$ cat src/rtl/panel_input_pkg.sv
// Shared definitions for the front-panel input conditioner: status-word field
// positions, reset value and quadrature state encodings.
package panel_input_pkg;

  localparam int NUM_BUTTONS = 13;
  localparam int NUM_ENC     = 2;

  // Status word field positions
  localparam int BUT_LSB     = 0;
  localparam int BUT_MSB     = 12;
  localparam int ONES_LO_LSB = 13;
  localparam int ONES_LO_MSB = 15;
  localparam int REX1_BIT    = 16;
  localparam int REX2_BIT    = 17;
  localparam int RIN1_BIT    = 18;
  localparam int RIN2_BIT    = 19;
  localparam int ENC0_LSB    = 20;
  localparam int ENC0_MSB    = 23;
  localparam int ENC1_LSB    = 24;
  localparam int ENC1_MSB    = 27;
  localparam int ONES_HI_LSB = 28;
  localparam int ONES_HI_MSB = 30;
  localparam int IDLE_BIT    = 31;

  localparam logic [31:0] PORT_RESET_VAL = 32'hF00F_FFFF;
  // Only debounced buttons and encoder positions raise change_o
  localparam logic [31:0] CHANGE_MASK    = 32'h0FF0_1FFF;

  typedef enum logic [1:0] {
    QUAD_00 = 2'b00,
    QUAD_01 = 2'b01,
    QUAD_11 = 2'b11,
    QUAD_10 = 2'b10
  } quad_state_e;

  localparam quad_state_e QUAD_RESET = QUAD_11;

  typedef enum logic [1:0] {
    QDIR_HOLD,
    QDIR_UP,
    QDIR_DOWN
  } quad_dir_e;

  function automatic quad_state_e quad_fwd(input quad_state_e s);
    case (s)
      QUAD_00: return QUAD_01;
      QUAD_01: return QUAD_11;
      QUAD_11: return QUAD_10;
      default: return QUAD_00;
    endcase
  endfunction

  // A double-bit change matches neither neighbour and decodes as hold
  function automatic quad_dir_e quad_decode(input quad_state_e prev, input quad_state_e curr);
    if (curr == quad_fwd(prev)) return QDIR_UP;
    if (prev == quad_fwd(curr)) return QDIR_DOWN;
    return QDIR_HOLD;
  endfunction

endpackage

$ cat src/rtl/panel_debounce.sv
// One-button conditioner: 2-flop synchroniser (idle-high) followed by a
// debouncer that accepts a new level after DEBOUNCE_CYCLES consecutive cycles.
module panel_debounce #(
  parameter int DEBOUNCE_CYCLES = 4,
  parameter int CNT_W           = 16
) (
  input  logic clk,
  input  logic rst_n,
  input  logic raw,
  output logic stable
);

  localparam logic [CNT_W-1:0] CNT_LAST = CNT_W'(DEBOUNCE_CYCLES - 1);

  logic             sync1_reg;
  logic             sync2_reg;
  logic             stable_reg;
  logic             stable_next;
  logic [CNT_W-1:0] cnt_reg;
  logic [CNT_W-1:0] cnt_next;

  always_comb begin
    stable_next = stable_reg;
    cnt_next    = '0;
    if (sync2_reg != stable_reg) begin
      // Any cycle where sync agrees with stable restarts the count
      if (cnt_reg == CNT_LAST) stable_next = sync2_reg;
      else                     cnt_next    = cnt_reg + CNT_W'(1);
    end
  end

  always_ff @(posedge clk or negedge rst_n) begin
    if (!rst_n) begin
      sync1_reg  <= 1'b1;
      sync2_reg  <= 1'b1;
      stable_reg <= 1'b1;
      cnt_reg    <= '0;
    end else begin
      sync1_reg  <= raw;
      sync2_reg  <= sync1_reg;
      stable_reg <= stable_next;
      cnt_reg    <= cnt_next;
    end
  end

  assign stable = stable_reg;

endmodule

$ cat src/rtl/panel_input_conditioner.sv
// Front-panel conditioner: debounced buttons, two quadrature position counters
// and the registered 32-bit status word. Define PANEL_INPUT_IRQ_EN for the sticky irq.
module panel_input_conditioner
  import panel_input_pkg::*;
#(
  parameter int DEBOUNCE_CYCLES = 4,
  parameter int CNT_W           = 16
) (
  input  logic        PLD_MCLK,
  input  logic        EPL_RESETN,
  input  logic [12:0] but_raw_i,
  input  logic        enc0_a_i,
  input  logic        enc0_b_i,
  input  logic        enc1_a_i,
  input  logic        enc1_b_i,
  output logic [31:0] port_o,
  output logic        change_o,
  input  logic        irq_clr_i,
  output logic        irq_o
);

  logic [NUM_BUTTONS-1:0] but_stable;
  // Ordered to match status bits [19:16]: REX1, REX2, RIN1, RIN2
  logic [3:0]             enc_raw;
  logic [3:0]             enc_sync1_reg;
  logic [3:0]             enc_sync2_reg;
  logic [3:0]             enc_pos [NUM_ENC];
  logic [31:0]            port_reg;
  logic [31:0]            port_next;
  logic                   change_reg;
  logic                   change_next;

  generate
    for (genvar gi = 0; gi < NUM_BUTTONS; gi++) begin : g_button
      panel_debounce #(
        .DEBOUNCE_CYCLES (DEBOUNCE_CYCLES),
        .CNT_W           (CNT_W)
      ) u_debounce (
        .clk    (PLD_MCLK),
        .rst_n  (EPL_RESETN),
        .raw    (but_raw_i[gi]),
        .stable (but_stable[gi])
      );
    end
  endgenerate

  assign enc_raw = {enc0_b_i, enc0_a_i, enc1_b_i, enc1_a_i};

  always_ff @(posedge PLD_MCLK or negedge EPL_RESETN) begin
    if (!EPL_RESETN) begin
      enc_sync1_reg <= '1;
      enc_sync2_reg <= '1;
    end else begin
      enc_sync1_reg <= enc_raw;
      enc_sync2_reg <= enc_sync1_reg;
    end
  end

  generate
    for (genvar gi = 0; gi < NUM_ENC; gi++) begin : g_encoder
      // Encoder 0 (RIN) sits in sync bits [3:2], encoder 1 (REX) in [1:0]
      localparam int A_IDX = (gi == 0) ? 2 : 0;

      quad_state_e quad_prev_reg;
      quad_state_e quad_curr;
      logic [3:0]  pos_reg;
      logic [3:0]  pos_next;

      assign quad_curr = quad_state_e'({enc_sync2_reg[A_IDX], enc_sync2_reg[A_IDX+1]});

      always_comb begin
        pos_next = pos_reg;
        case (quad_decode(quad_prev_reg, quad_curr))
          QDIR_UP:   pos_next = pos_reg + 4'd1;
          QDIR_DOWN: pos_next = pos_reg - 4'd1;
          default:   pos_next = pos_reg;
        endcase
      end

      always_ff @(posedge PLD_MCLK or negedge EPL_RESETN) begin
        if (!EPL_RESETN) begin
          quad_prev_reg <= QUAD_RESET;
          pos_reg       <= '0;
        end else begin
          quad_prev_reg <= quad_curr;
          pos_reg       <= pos_next;
        end
      end

      assign enc_pos[gi] = pos_reg;
    end
  endgenerate

  always_comb begin
    port_next                          = '1;
    port_next[BUT_MSB:BUT_LSB]         = but_stable;
    port_next[ONES_LO_MSB:ONES_LO_LSB] = '1;
    port_next[REX1_BIT]                = enc_sync2_reg[0];
    port_next[REX2_BIT]                = enc_sync2_reg[1];
    port_next[RIN1_BIT]                = enc_sync2_reg[2];
    port_next[RIN2_BIT]                = enc_sync2_reg[3];
    port_next[ENC0_MSB:ENC0_LSB]       = enc_pos[0];
    port_next[ENC1_MSB:ENC1_LSB]       = enc_pos[1];
    port_next[ONES_HI_MSB:ONES_HI_LSB] = '1;
    port_next[IDLE_BIT]                = &{but_stable, enc_sync2_reg};
  end

  assign change_next = |((port_next ^ port_reg) & CHANGE_MASK);

  always_ff @(posedge PLD_MCLK or negedge EPL_RESETN) begin
    if (!EPL_RESETN) begin
      port_reg   <= PORT_RESET_VAL;
      change_reg <= 1'b0;
    end else begin
      port_reg   <= port_next;
      change_reg <= change_next;
    end
  end

  assign port_o   = port_reg;
  assign change_o = change_reg;

`ifdef PANEL_INPUT_IRQ_EN
  logic irq_reg;

  // Set has priority so a change arriving with a clear is never lost
  always_ff @(posedge PLD_MCLK or negedge EPL_RESETN) begin
    if (!EPL_RESETN)     irq_reg <= 1'b0;
    else if (change_reg) irq_reg <= 1'b1;
    else if (irq_clr_i)  irq_reg <= 1'b0;
  end

  assign irq_o = irq_reg;
`else
  logic unused_irq_clr;

  assign unused_irq_clr = irq_clr_i;
  assign irq_o          = 1'b0;
`endif

endmodule
$ cat config.mk
export PLATFORM = sky130hd
export DESIGN_NAME = panel_input_conditioner
export DESIGN_NICKNAME = d
export VERILOG_FILES = /design/src/rtl/panel_input_pkg.sv /design/src/rtl/panel_debounce.sv /design/src/rtl/panel_input_conditioner.sv
export SDC_FILE = /design/constraint.sdc
export NUM_CORES = 1
export LEC_CHECK = 0
export CAP_MARGIN = 20
export CORE_MARGIN = 3
export CORE_UTILIZATION = 35
export DETAILED_ROUTE_END_ITERATION = 8
export PLACE_DENSITY_LB_ADDON = 0.25
export RECOVER_POWER = 25
export SETUP_SLACK_MARGIN = 0.15
export SKIP_LAST_GASP = 1
export SYNTH_ARGS = -nofsm -noshare
export SYNTH_HDL_FRONTEND = slang
export SYNTH_HIERARCHICAL = 1
export SYNTH_SLANG_ARGS = --single-unit
$ cat constraint.sdc
create_clock -name PLD_MCLK -period 2 [get_ports PLD_MCLK]
set_input_delay 0.2 -clock PLD_MCLK [delete_from_list [all_inputs] [get_ports PLD_MCLK]]
set_output_delay 0.2 -clock PLD_MCLK [all_outputs]
set_load 0.01 [all_outputs]
# Word-level counts from Yosys, hierarchy flattened
# Index checks and enable logic that the tools add are counted.
[word_totals] out_inout_bits=34 register_bits=294 input_bits=20 word_cells=189
[classes] reduce_logical=21 eq_ne=42 mux=48 n_addsub=17 bitwise=1
[ops] op="16-bit two-way mux" count=26
[ops] op="16-bit by 1-bit adder with 16-bit output (second input constant)" count=13
[ops] op="16-bit by 2-bit equality test with 1-bit output (second input constant)" count=13
[ops] op="28-bit bitwise XOR" count=1
[ops] op="2-bit AND reduction" count=13
[ops] op="2-bit one-hot mux with 3 select lines" count=4
[ops] op="21-bit OR reduction" count=1
[ops] op="2-bit two-way mux" count=10
[ops] op="17-bit AND reduction" count=1
[ops] op="4-bit one-hot mux with 2 select lines" count=2
[ops] op="1-bit inequality test" count=13
[ops] op="2-bit by 1-bit equality test with 1-bit output (second input constant)" count=6
[ops] op="2-bit equality test (second input constant)" count=6
[ops] op="4-bit by 1-bit adder with 4-bit output (second input constant)" count=2
[ops] op="2-bit equality test" count=4
[ops] op="2-bit logical NOT" count=4
[ops] op="4-bit by 1-bit subtractor with 4-bit output (second input constant)" count=2
[ops] op="1-bit two-way mux" count=6
[ops] op="2-bit nonzero test" count=2

# Depth between registers and ports, before layout
[depth] depth_word=12 depth_mapped=8

# By module
# Netlist, hierarchy kept.
[by_module_without_submodules] mod="panel_debounce at g_button[0].u_debounce ..." area_each_um2=909.6 seq_area_each_um2=479.2 n_inst=12 cells_per_inst=84
[by_module_without_submodules] mod="panel_input_conditioner" area_each_um2=1803.0 seq_area_each_um2=1108.6 n_inst=1 cells_per_inst=128
[by_module_without_submodules] mod="panel_debounce at g_button[3].u_debounce" area_each_um2=905.9 seq_area_each_um2=479.2 n_inst=1 cells_per_inst=84

# Least setup slack after synthesis
# Ideal clock, no wire load.
[synth_path] path_kind="register to register" start="register g_encoder[0].quad_prev_reg[0]" end="register g_encoder[0].pos_reg[3]" arrival_time_ns=1.805 slack_ns=0.115 t_required_ns=1.920 stages_incl_launch_ff=9 cell_sequence="dfstp_2 -> xor2_2 -> nand2_2 -> inv_2 -> ha_1 -> a21oi_1 -> a211oi_1 -> a31oi_2 -> xnor2_1"
[synth_via] elab_chain_len=7 word_cells_on_any_way=16 cone_classes="6 x eq/ne; 8 x mux; 2 x reduce/logical"
[synth_lines] item="start: declaration" line_no="panel_input_conditioner.sv:64" source="quad_state_e quad_prev_reg;"
[synth_lines] item="start signal: assignment" line_no="panel_input_conditioner.sv:85" source="quad_prev_reg <= quad_curr;"
[synth_lines] item="2-bit equality test, or another cell as far along" line_no="panel_input_pkg.sv:45" source="case (s)"
[synth_lines] item="2-bit one-hot mux with 3 select lines or 1-bit two-way mux (tied branches)" line_no="panel_input_pkg.sv:45, panel_input_pkg.sv:56"
[synth_lines] item="2-bit equality test or 1-bit two-way mux (tied branches)" line_no="panel_input_pkg.sv:55, panel_input_pkg.sv:56"
[synth_lines] item="1-bit two-way mux or 2-bit two-way mux (tied branches)" line_no="panel_input_pkg.sv:55, panel_input_pkg.sv:57"
[synth_lines] item="2-bit two-way mux *" line_no="panel_input_pkg.sv:56" source="if (prev == quad_fwd(curr)) return QDIR_DOWN;"
[synth_lines] item="2-bit equality test or 2-bit by 1-bit equality test with 1-bit output (tied branches)" line_no="panel_input_conditioner.sv:73" source="case (quad_decode(quad_prev_reg, quad_curr))"
[synth_lines] item="4-bit one-hot mux with 2 select lines or 2-bit nonzero test (tied branches)"
[synth_lines] item="end signal: assignment" line_no="panel_input_conditioner.sv:86" source="pos_reg <= pos_next;"
[synth_lines] item="end: declaration" line_no="panel_input_conditioner.sv:66" source="logic [3:0] pos_reg;"
# Every way passes the cells marked *; elsewhere a longest branch is shown, timed or not. The select of a mux whose other input is x is not followed.
# A chain may end at the register's enable or synchronous reset.

# Worst setup path after layout
[layout_path] start="register enc_sync2_reg[1]" end="register g_encoder[1].pos_reg[3]"
[layout_via] elab_chain_len=10 word_cells_on_any_way=17 cone_classes="6 x eq/ne; 9 x mux; 2 x reduce/logical"
[layout_lines] item="start: declaration" line_no="panel_input_conditioner.sv:26" source="logic [3:0] enc_sync2_reg;"
[layout_lines] item="start signal: assignment" line_no="panel_input_conditioner.sv:55" source="enc_sync2_reg <= enc_sync1_reg;"
[layout_lines] item="2-bit equality test, or another cell as far along" line_no="panel_input_pkg.sv:45"
[layout_lines] item="2-bit one-hot mux with 3 select lines" line_no="panel_input_pkg.sv:45"
[layout_lines] item="2-bit two-way mux" line_no="panel_input_pkg.sv:56"
[layout_lines] item="2-bit equality test" line_no="panel_input_pkg.sv:56"
[layout_lines] item="1-bit two-way mux (2 in a row)" line_no="panel_input_pkg.sv:56"
[layout_lines] item="2-bit two-way mux" line_no="panel_input_pkg.sv:57" source="return QDIR_HOLD;"
[layout_lines] item="2-bit two-way mux *" line_no="panel_input_pkg.sv:56"
[layout_lines] item="2-bit equality test or 2-bit by 1-bit equality test with 1-bit output (tied branches)" line_no="panel_input_conditioner.sv:73"
[layout_lines] item="4-bit one-hot mux with 2 select lines or 2-bit nonzero test (tied branches)"
[layout_lines] item="end signal: assignment" line_no="panel_input_conditioner.sv:86"
[layout_lines] item="end: declaration" line_no="panel_input_conditioner.sv:66"
# Marked as above.

==> out/qor.yml <==
routing:
  post_drt_via_cell_ratio: 4.740
  antenna_violating_nets_post_route: 0
  starting_drt_drc_count: 447
  drt_pre_antenna_iters: 4
  postRouteWirelength_um: 26330
  detail_route.drc_violations: 0
  dr_total_vias: 8755
  routed_wire_per_std_cell_um: 14.26
die:
  die_x_um: 203.3
  floorplan.initialDensity_pct: 35.83
  die-area_um2: 41330
  chipHeight_um: 203.3
  rows: 71
  pin_count: 54
  placeableCoreArea_um2: 38020
worst_setup_path:
  critPathCaptureType: "flop"
  setup.worst_path.class: "reg -> reg"
  ff2ff_setup_slack_ns: 0.15
  worst-endpoint-arrival_ns: 2.26
  cp.required_ns: 2.40
  r2r_cell_count: 8
  path_max_fanout: 3
  worstSetupStartpointType: "flop"
sta:
  transition_time_of_the_tightest_slew_check_pin_ns: 0.8099
  finalMaxSlewViolations: 0
  period_minus_slack_ns: 1.855
  timing.final.hold_violations: 0
  timing.final.crit_share_pct: 92.73
  layout_setup_ws_ns: 0.1453
  slew-limit-headroom_pct: 46.01
  rsz_0062_raised_after_global_routing: "yes"
  fin_tns_setup_ns: 0
  timing.fmax_mhz: 539.2
  final-setup-viol-count: 0
  fin_skew_ns: 0.01593
synthesis:
  netlist_area_um2: 13620
  synth_edf_count: 0
  synth_sequential_area_ratio_pct: 53.86
  synthesis.yosys.warnings: 6
  synth-seq-cells: 290
  synth_async_sr_flop_share_pct: 100.0
  post_synth_num_cell_types: 33
  postSynth.topFlopCell: "sky130_fd_sc_hd__dfrtp_1"
  syn-mean-instance-area_um2: 11.17
  post_synth_inst_count: 1220
global_route:
  grt.busiest_layer: "met2"
  grt_util_met2_pct: 19.95
  grt_pass1_wl_um: 45070
  global_route.usage.met3_pct: 2.921
  grt_antenna_before_repair: 0
  grt_util_all_layers_pct: 13.09
  grt_start_max_net_pins: 54
  overflow: 0
  first_global_vias: 8776
  grtUsageMet1_pct: 18.78
cells_and_area:
  post_route_cells_drive_above_1_share_pct: 21.33
  max_ffs_per_register: 208
  insertedDiodeCount: 0
  final_nets: 1346
  flow.area_growth_from_synthesis_pct: 18.84
  post-route-util_pct: 42.59
  final_cells: 1847
  postLayoutCellArea_um2: 16190
clocking:
  cts.reportedPaths.clkPinSlew_ns: 0.06
  cts_tree: "done"
  cts_htree_levels: 2
  worst_skew_pair_latency_ns: 0.52
  clock_sink_count: 290
  cts_buffer_depth: 3
  cts-root-buf: "sky130_fd_sc_hd__clkbuf_16"
  cts_buffers: 37
pwr:
  leakagePower_nw: 6.545
  ir_drop_mv: 0.5824
  areal_power_density_over_the_cells_nw_per_um2: 1140
placement:
  dpl_worst_slack_ns: 0.06836
  dp_hpwl_um: 17820
  finalWeightedCongestion: 0.7708
  placed_cell_area_um2: 14820
  port-buffer-count: 45
  place.detailed.instances: 1775
run:
  number_of_max_cap_violations: 0
min_path:
  hp-class: "in -> async"
outcome:
  run_status: "finished clean"
-- power by group --
group	internal, mW	switching, mW
combinational	1.76	2.15
sequential	6.83	0.952
clock	4.22	2.55
-- cell usage in the layout, fill, tap and decap left out, types with 4 or more instances in the layout --
cell                              instances
sky130_fd_sc_hd__dfstp_1                 16
sky130_fd_sc_hd__xor2_1                  58
sky130_fd_sc_hd__and3_2                  13
sky130_fd_sc_hd__nand4_4                 13
sky130_fd_sc_hd__bufinv_16                4
sky130_fd_sc_hd__and2b_2                 13
sky130_fd_sc_hd__nor4b_2                  7
sky130_fd_sc_hd__nand2_1                 39
sky130_fd_sc_hd__clkinv_4                 4
sky130_fd_sc_hd__clkbuf_1                 9
sky130_fd_sc_hd__mux2_2                  13
sky130_fd_sc_hd__nor2_2                  52
sky130_fd_sc_hd__buf_4                   18
sky130_fd_sc_hd__clkinv_2                 8
sky130_fd_sc_hd__conb_1                   7
sky130_fd_sc_hd__and3_1                  26
sky130_fd_sc_hd__nor4_1                  81
sky130_fd_sc_hd__clkdlybuf4s50_1         10
sky130_fd_sc_hd__dfstp_2                 49
sky130_fd_sc_hd__dlygate4sd2_1           16
sky130_fd_sc_hd__nor4b_1                  6
sky130_fd_sc_hd__nand4_1                 45
sky130_fd_sc_hd__a21oi_1                  4
sky130_fd_sc_hd__inv_1                   30
sky130_fd_sc_hd__clkbuf_16               39
sky130_fd_sc_hd__buf_12                   6
sky130_fd_sc_hd__dfrtp_1                225
sky130_fd_sc_hd__xnor2_1                164
sky130_fd_sc_hd__nand3_1                 68
sky130_fd_sc_hd__dlygate4sd3_1           18
sky130_fd_sc_hd__ha_1                    13
sky130_fd_sc_hd__nor2_1                 160
sky130_fd_sc_hd__nand3_2                 14
sky130_fd_sc_hd__nor3_1                  52
-- cells in the mapped netlist, types with 17 or more instances --
cell type	n	area share, %
sky130_fd_sc_hd__xnor2_1	164	11
sky130_fd_sc_hd__dfstp_2	65	13
sky130_fd_sc_hd__inv_1	30	0.83
sky130_fd_sc_hd__nor4_1	81	3.7
sky130_fd_sc_hd__and3_1	26	1.2
sky130_fd_sc_hd__nand3_1	70	2.6
sky130_fd_sc_hd__nor3_1	52	1.9
sky130_fd_sc_hd__dfrtp_1	225	41
sky130_fd_sc_hd__nor2_2	52	2.4
sky130_fd_sc_hd__xor2_1	58	3.7
sky130_fd_sc_hd__nand4_1	45	2.1
sky130_fd_sc_hd__nand2_1	39	1.1
sky130_fd_sc_hd__ha_1	17	1.6
sky130_fd_sc_hd__nor2_1	160	4.4
-- routing by layer --
layer	up-vias	part of all wire, %
li1	4376	-
met1	4238	49
met3	37	4.3
met5	-	0
met4	0	2.0
met2	104	45
-- area by class of cell --
class	count	area, µm²
Clock buffer	48	1040
Clock inverter	20	227.7
Fill cell	3697	21830
Inverter	32	125.1
Multi-Input combinational cell	870	6092
Sequential cell	290	7338
Tap cell	511	639.4
Timing Repair Buffer	76	729.5
-- cells by family (layout without fill, tap and decap cells) --
| logic type | after synthesis | in the layout | share of synthesized area [%] |
|---|---|---|---|
| DFF | 290 | 290 | 53.86 |
| buffers and inverters | 65 | 176 | 2.792 |
| and+or+nand+nor | 593 | 593 | 24.86 |
| muxes | 13 | 13 | 1.074 |
| xor gates and xnor gates | 228 | 228 | 14.99 |
| other | 2 | 7 | 0.05512 |
| AOI/OAI and AO/OA | 10 | 10 | 0.5142 |
| adders and majority gates | 19 | 19 | 1.855 |
-- final timing paths --
check                                                   from                             endpoint
max reg2reg                                 enc_sync2_reg[1]              g_encoder[1].pos_reg[3]
max                                         enc_sync2_reg[1]              g_encoder[1].pos_reg[3]
min reg2reg                g_button[10].u_debounce/sync1_reg    g_button[10].u_debounce/sync2_reg
max in group asynchronous                         EPL_RESETN  g_button[10].u_debounce/cnt_reg[14]
min                                               EPL_RESETN   g_button[11].u_debounce/cnt_reg[9]
min in group PLD_MCLK                           but_raw_i[3]     g_button[3].u_debounce/sync1_reg
-- stage by stage --
stage                     hold WS, ns  total power [mW]
final                          0.2156             18.47
after global routing           0.1853             19.59
after CTS                     0.04202             18.78
after detailed placement       0.1897             11.88
after global placement         0.1881             11.83
after floorplan              -0.09559             10.19
-- critical path, cell delays in order (launching register included) --
cell and delay [ns]:
sky130_fd_sc_hd__dfstp_1 0.64, sky130_fd_sc_hd__xnor2_4 0.12, sky130_fd_sc_hd__nand2_2 0.10, sky130_fd_sc_hd__inv_4 0.06
sky130_fd_sc_hd__ha_4 0.30, sky130_fd_sc_hd__nand3_4 0.09, sky130_fd_sc_hd__a211oi_2 0.25, sky130_fd_sc_hd__a31oi_2 0.06
sky130_fd_sc_hd__xnor2_1 0.12
-- repair_timing --
action	CTS	global route
gates resized for setup	20	20
pin swaps	1	9
hold buffers	1	0
hold endpoints to repair	47	0
setup endpoints to repair	18	77
setup buffers	0	3
Power figures use the tool's default switching activity.
